--- src/rtl/lab2_proc_muldiv_iter.sv ---
// Iterative RV32M multiply/divide unit: one bit per cycle, val/rdy request and response.
// Shift-add multiply on magnitudes, restoring divide, sign fixed up on the final step.
module lab2_proc_muldiv_iter #(
  parameter int unsigned p_nbits = 32
) (
  input  logic               clk,
  input  logic               reset,
  input  logic               req_val,
  output logic               req_rdy,
  input  logic [2:0]         req_fn,
  input  logic [p_nbits-1:0] req_op0,
  input  logic [p_nbits-1:0] req_op1,
  output logic               resp_val,
  input  logic               resp_rdy,
  output logic [p_nbits-1:0] resp_result,
  output logic               busy
);

  localparam int unsigned CntW = $clog2(p_nbits + 1);
  localparam logic [p_nbits-1:0] MinVal = {1'b1, {(p_nbits-1){1'b0}}};

  localparam logic [2:0] FnMul    = 3'd0;
  localparam logic [2:0] FnMulh   = 3'd1;
  localparam logic [2:0] FnMulhsu = 3'd2;
  localparam logic [2:0] FnDiv    = 3'd4;
  localparam logic [2:0] FnRem    = 3'd6;

  typedef enum logic [1:0] {StIdle, StCalc, StDone} state_e;

  state_e                 state_q, state_d;
  logic [2:0]             fn_q, fn_d;
  logic                   neg_q, neg_d;
  logic [2*p_nbits-1:0]   mcand_q, mcand_d;
  logic [p_nbits-1:0]     mplier_q, mplier_d;
  logic [2*p_nbits-1:0]   prod_q, prod_d;
  logic [p_nbits-1:0]     divisor_q, divisor_d;
  logic [p_nbits:0]       rem_q, rem_d;
  logic [p_nbits-1:0]     quo_q, quo_d;
  logic [CntW-1:0]        cnt_q, cnt_d;
  logic [p_nbits-1:0]     result_q, result_d;

  // Request decode
  logic                   op0_signed, op1_signed, s0, s1, in_neg, div_zero, div_ovf;
  logic [p_nbits-1:0]     mag0, mag1;

  always_comb begin
    op0_signed = (req_fn == FnMul) || (req_fn == FnMulh) || (req_fn == FnMulhsu) ||
                 (req_fn == FnDiv) || (req_fn == FnRem);
    op1_signed = (req_fn == FnMul) || (req_fn == FnMulh) ||
                 (req_fn == FnDiv) || (req_fn == FnRem);
    s0         = op0_signed & req_op0[p_nbits-1];
    s1         = op1_signed & req_op1[p_nbits-1];
    mag0       = s0 ? -req_op0 : req_op0;
    mag1       = s1 ? -req_op1 : req_op1;
    // Remainder takes the dividend's sign; everything else the XOR of both.
    in_neg     = s0 ^ (s1 & (req_fn != FnRem));
    div_zero   = req_fn[2] && (req_op1 == '0);
    div_ovf    = ((req_fn == FnDiv) || (req_fn == FnRem)) &&
                 (req_op0 == MinVal) && (req_op1 == '1);
  end

  // One iteration of both datapaths
  logic [2*p_nbits-1:0]   prod_step, prod_fix;
  logic [p_nbits:0]       rem_shift, rem_step;
  logic                   rem_ge;
  logic [p_nbits-1:0]     quo_step, quo_fix, rem_fix, final_res;

  always_comb begin
    prod_step = mplier_q[0] ? (prod_q + mcand_q) : prod_q;
    rem_shift = {rem_q[p_nbits-1:0], quo_q[p_nbits-1]};
    rem_ge    = rem_q[p_nbits] | (rem_shift >= {1'b0, divisor_q});
    rem_step  = rem_ge ? (rem_shift - {1'b0, divisor_q}) : rem_shift;
    quo_step  = {quo_q[p_nbits-2:0], rem_ge};
    prod_fix  = neg_q ? -prod_step : prod_step;
    quo_fix   = neg_q ? -quo_step : quo_step;
    rem_fix   = neg_q ? -rem_step[p_nbits-1:0] : rem_step[p_nbits-1:0];
    final_res = rem_fix;
    case (fn_q)
      3'd0:             final_res = prod_fix[p_nbits-1:0];
      3'd1, 3'd2, 3'd3: final_res = prod_fix[2*p_nbits-1:p_nbits];
      3'd4, 3'd5:       final_res = quo_fix;
      default:          final_res = rem_fix;
    endcase
  end

  always_comb begin
    state_d   = state_q;
    fn_d      = fn_q;
    neg_d     = neg_q;
    mcand_d   = mcand_q;
    mplier_d  = mplier_q;
    prod_d    = prod_q;
    divisor_d = divisor_q;
    rem_d     = rem_q;
    quo_d     = quo_q;
    cnt_d     = cnt_q;
    result_d  = result_q;
    unique case (state_q)
      StIdle: begin
        if (req_val) begin
          fn_d      = req_fn;
          neg_d     = in_neg;
          mcand_d   = {{p_nbits{1'b0}}, mag0};
          mplier_d  = mag1;
          prod_d    = '0;
          divisor_d = mag1;
          rem_d     = '0;
          quo_d     = mag0;
          if (div_zero) begin
            result_d = req_fn[1] ? req_op0 : '1;
            state_d  = StDone;
          end else if (div_ovf) begin
            result_d = req_fn[1] ? '0 : req_op0;
            state_d  = StDone;
          end else begin
            cnt_d   = CntW'(p_nbits);
            state_d = StCalc;
          end
        end
      end
      StCalc: begin
        prod_d   = prod_step;
        mcand_d  = mcand_q << 1;
        mplier_d = mplier_q >> 1;
        rem_d    = rem_step;
        quo_d    = quo_step;
        cnt_d    = cnt_q - CntW'(1);
        if (cnt_q == CntW'(1)) begin
          result_d = final_res;
          state_d  = StDone;
        end
      end
      StDone: begin
        if (resp_rdy) state_d = StIdle;
      end
      default: state_d = StIdle;
    endcase
  end

  always_ff @(posedge clk or posedge reset) begin
    if (reset) begin
      state_q   <= StIdle;
      fn_q      <= '0;
      neg_q     <= 1'b0;
      mcand_q   <= '0;
      mplier_q  <= '0;
      prod_q    <= '0;
      divisor_q <= '0;
      rem_q     <= '0;
      quo_q     <= '0;
      cnt_q     <= '0;
      result_q  <= '0;
    end else begin
      state_q   <= state_d;
      fn_q      <= fn_d;
      neg_q     <= neg_d;
      mcand_q   <= mcand_d;
      mplier_q  <= mplier_d;
      prod_q    <= prod_d;
      divisor_q <= divisor_d;
      rem_q     <= rem_d;
      quo_q     <= quo_d;
      cnt_q     <= cnt_d;
      result_q  <= result_d;
    end
  end

  assign req_rdy     = (state_q == StIdle);
  assign resp_val    = (state_q == StDone);
  assign busy        = (state_q != StIdle);
  assign resp_result = result_q;

endmodule

--- config.mk ---
export PLATFORM = sky130hd
export DESIGN_NAME = lab2_proc_muldiv_iter
export DESIGN_NICKNAME = d
export VERILOG_FILES = /design/src/rtl/lab2_proc_muldiv_iter.sv
export SDC_FILE = /design/constraint.sdc
export NUM_CORES = 1
export LEC_CHECK = 0
export ABC_AREA = 1
export CORE_AREA = 8 8 316 318
export CTS_BUF_LIST = sky130_fd_sc_hd__clkbuf_4 sky130_fd_sc_hd__clkbuf_8 sky130_fd_sc_hd__clkbuf_16
export DETAILED_ROUTE_END_ITERATION = 12
export DIE_AREA = 0 0 324 326
export SYNTH_ARGS = -nofsm -noshare
export SYNTH_HDL_FRONTEND = slang
export SYNTH_SLANG_ARGS = --single-unit
--- constraint.sdc ---
create_clock -name clk -period 14.2 [get_ports clk]
set_clock_uncertainty 0.15 [all_clocks]
set_input_delay 4.26 -clock clk [delete_from_list [all_inputs] [get_ports clk]]
set_output_delay 4.26 -clock clk [all_outputs]
set_load 0.02 [all_outputs]
==> impl_metrics.env <==
export IMPL_cts_buffer_depth=3
export IMPL_post_synth_top_count_cell="nand2_1"
export IMPL_worstHoldEndpoint="resp_result[16]$_DFFE_PP0P_"
export IMPL_grt_pass1_wl_mm=176
export IMPL_r2r_cells=30
export IMPL_dr_pass1_iters=6
export IMPL_grt_usage=0.213
export IMPL_syn_area_per_cell_um2=5.90
export IMPL_synth_area_um2=28300
export IMPL_ys_ff_latch=301
export IMPL_hold_violations=0
export IMPL_status="complete, no violations"
export IMPL_syn_inst=4790
export IMPL_post_drt_wl_per_cell_um=18.9
export IMPL_synthAdderAreaFrac=0.0470
export IMPL_nets=4998
export IMPL_port_buffers=105
export IMPL_cp_data_required_time_ns=14.50
export IMPL_netlist_top_cells_count="nand2_1 (1625), inv_1 (802), nor2_1 (432)"
export IMPL_top_level_ports=106
export IMPL_cts_resized=0
export IMPL_drive_gt1_frac=0.0429
export IMPL_crit_type="in2reg"
export IMPL_syn2layout_area_growth_pct=13.1
export IMPL_synth_top_family_by_area="simple AND/OR/NAND/NOR gates"
export IMPL_dieArea_um2=106000
export IMPL_wl_mm=116
export IMPL_drc=0
export IMPL_grt_pass1_vias=28853
export IMPL_synth_simple_gate_area_share=0.396
export IMPL_pwr_density_cell_nw_per_um2=293
export IMPL_grt_max_degree=145
export IMPL_coreArea_um2=94400
export IMPL_reg2reg_to="resp_result[28]$_DFFE_PP0P_"
export IMPL_worst_pin_slew_ns=1.16
export IMPL_cap_violations=0
export IMPL_finalCritPeriodShare=0.571
export IMPL_hp_class="reg2reg"
export IMPL_vdd_drop_max_v=0.000131
export IMPL_regToRegStartpoint="rem_q[3]$_DFFE_PP0P_"
export IMPL_cts_sinks=301
export IMPL_grt_setup_unrepaired="no"
export IMPL_period_minus_slack_ns=8.11
export IMPL_die_w_um=324
export IMPL_min_delay_start="resp_result[16]$_DFFE_PP0P_"
export IMPL_num_vias=31273
export IMPL_cts_hold_buffers=0
export IMPL_die_y_um=326
export IMPL_antenna_found_initial=1
export IMPL_yosysSeqAreaShare=0.267
export IMPL_endpoint_kind="flop"
export IMPL_clk_pin_slew_worst_paths_ns=0.06
export IMPL_max_freq_mhz=123
export IMPL_synth_enable_flop_cells=0
export IMPL_worstPathMaxFanout=53
export IMPL_crit_path_start_kind="input pin"
export IMPL_overflow=0
export IMPL_synth_top_area_cell="dfrtp_1"
export IMPL_post_cts_setup_buffers=0
export IMPL_drtIter0Drc=2931
export IMPL_yosys_area_share_xor_xnor=0.0139
export IMPL_p_leak_nw=16.6
export IMPL_slew_violations=0
export IMPL_cts_buffers=41
export IMPL_yosys_warnings=0
export IMPL_htreeDepth=2
export IMPL_rrSetupSlack_ns=8.05
export IMPL_synth_mux_area_frac=0
export IMPL_rows=113
export IMPL_dp_cells=6044
export IMPL_yosysTopAreaCellShare=0.267
export IMPL_wl_met3_mm=9.30
export IMPL_globalplace_congestion=0.974
export IMPL_start_util=0.299
export IMPL_cts_tree="done"
export IMPL_maxUsedRoutingLayer="met5"
export IMPL_dp_hpwl_mm=91.4
export IMPL_synthesis_nets=4966
export IMPL_finalSetupViolCount=0
export IMPL_setup_tns_ns=0
export IMPL_synth_area_leaders="dfrtp_1 (27%), nand2_1 (22%), inv_1 (11%), nand3_1 (6.7%), nor2_1 (5.7%)"
export IMPL_wl_met1_mm=53.0
export IMPL_final_antenna_net_count=0
export IMPL_worstPathArrival_ns=8.41
export IMPL_synth_ff_type="dfrtp_1"
export IMPL_hold_path_cell_count=2
export IMPL_insertion_delay_ns=0.58
export IMPL_finalNonFillerCells=6120
export IMPL_yosysUniqueCellTypes=53
export IMPL_async_flop_share=1.00
export IMPL_cts_root_buf="clkbuf_16"
export IMPL_fillCellCount=10623
export IMPL_wl_met2_mm=49.0
export IMPL_synth_compound_area_frac=0.146
export IMPL_relSlewSlack=0.229
export IMPL_via_per_inst=5.11
where the power goes:
group	leakage, nW	switching, W	internal (W)
Sequential	3.79	0.000368	0.00127
Clock	0.703	0.000439	0.000668
Combinational	12.1	0.00471	0.00191
Total	16.6	0.00552	0.00385
logic make-up after synthesis:
kind of cell | count (synthesis)
XOR/XNOR | 45
flip-flops | 301
adder cells (fa/ha/maj) | 105
buffers and inverters | 960
AND/OR/NAND/NOR | 2671
AO/OA/AOI/OAI | 708
registers in the layout, summed over array words and instances, names as in the netlist:
signal       cells
mcand_q         64
prod_q          64
rem_q           33
divisor_q       32
mplier_q        32
quo_q           32
resp_result     32
cnt_q            6
fn_q             3
state_q          2
neg_q            1
worst max-delay path, cell delays in order:
cell,delay (ns)
clkdlybuf4s50_1,0.65
nor2_1,0.22
inv_1,0.06
nor3_1,0.36
nand3_1,0.16
nor4_1,0.66
nand4_1,0.20
nand2_1,0.20
nand2_1,0.13
a21oi_1,0.33
buf_4,0.29
inv_2,0.38
a31oi_1,0.33
a21oi_1,0.10
per-stage QoR:
| stage | area (µm²) | total power, W | worst slack, ns | hold slack, ns | util |
|---|---|---|---|---|---|
| final | 32000 | 0.00937 | 6.09 | 0.341 | 0.339 |
| after global routing | 32000 | 0.0102 | 5.89 | 0.359 | 0.339 |
| after CTS | 32000 | 0.00923 | 6.19 | 0.339 | 0.339 |
| after detailed placement | 30500 | 0.00809 | 5.60 | 0.321 | 0.323 |
| after global placement | 30500 | 0.00804 | 5.62 | 0.321 | 0.323 |
| after floorplan | 28300 | 0.00603 | 1.47 | 0.301 | - |
cell type report:
cell class,instances,area [µm²],area share
clock inverters,19,228,0.00712
flip-flops and latches,301,7540,0.236
diodes,2,5.00,0.000157
multi-input cells,3529,17100,0.534
well taps,1265,1580,0.0495
repair buffers,131,1260,0.0394
clock buffers,55,1200,0.0375
inverters,818,3080,0.0964
worst max-delay path by stage:
| stage | start | to | slack (ns) | cells past startpoint |
|---|---|---|---|---|
| floorplan | reset | cnt_q[0]$_DFFE_PP0P_ | 1.47 | 1 |
| global placement | req_op0[8] | resp_result[0]$_DFFE_PP0P_ | 5.62 | 14 |
| detailed placement | req_op0[8] | resp_result[0]$_DFFE_PP0P_ | 5.60 | 14 |
| CTS | req_op0[8] | resp_result[0]$_DFFE_PP0P_ | 6.19 | 14 |
| global route | req_op0[8] | resp_result[1]$_DFFE_PP0P_ | 5.89 | 14 |
| finish | req_op0[8] | resp_result[0]$_DFFE_PP0P_ | 6.09 | 14 |
routing by layer:
layer,GRT usage,up-vias
met5,0,-
met4,0.0674,2
met3,0.0321,172
met2,0.325,1248
met1,0.305,14429
li1,-,15422
placed cells by master, fill, tap and decap left out, drive strengths merged, types with 3 or more instances in the layout:
cell type and count:
a21o 3, a21oi 220, a22oi 8, a31oi 7, a32o 3, and2 4, and3 5, buf 26
bufinv 4, clkbuf 55, clkdlybuf4s50 105, clkinv 13, clkinvlp 4, dfrtp 301, ha 103, inv 816
nand2 1651, nand3 390, nand3b 11, nand4 68, nor2 458, nor3 54, nor4 19, o211ai 19
o21ai 269, o21bai 5, o221ai 83, o22ai 79, or2 11, xnor2 10, xor2 35
Power figures use the tool's default switching activity.
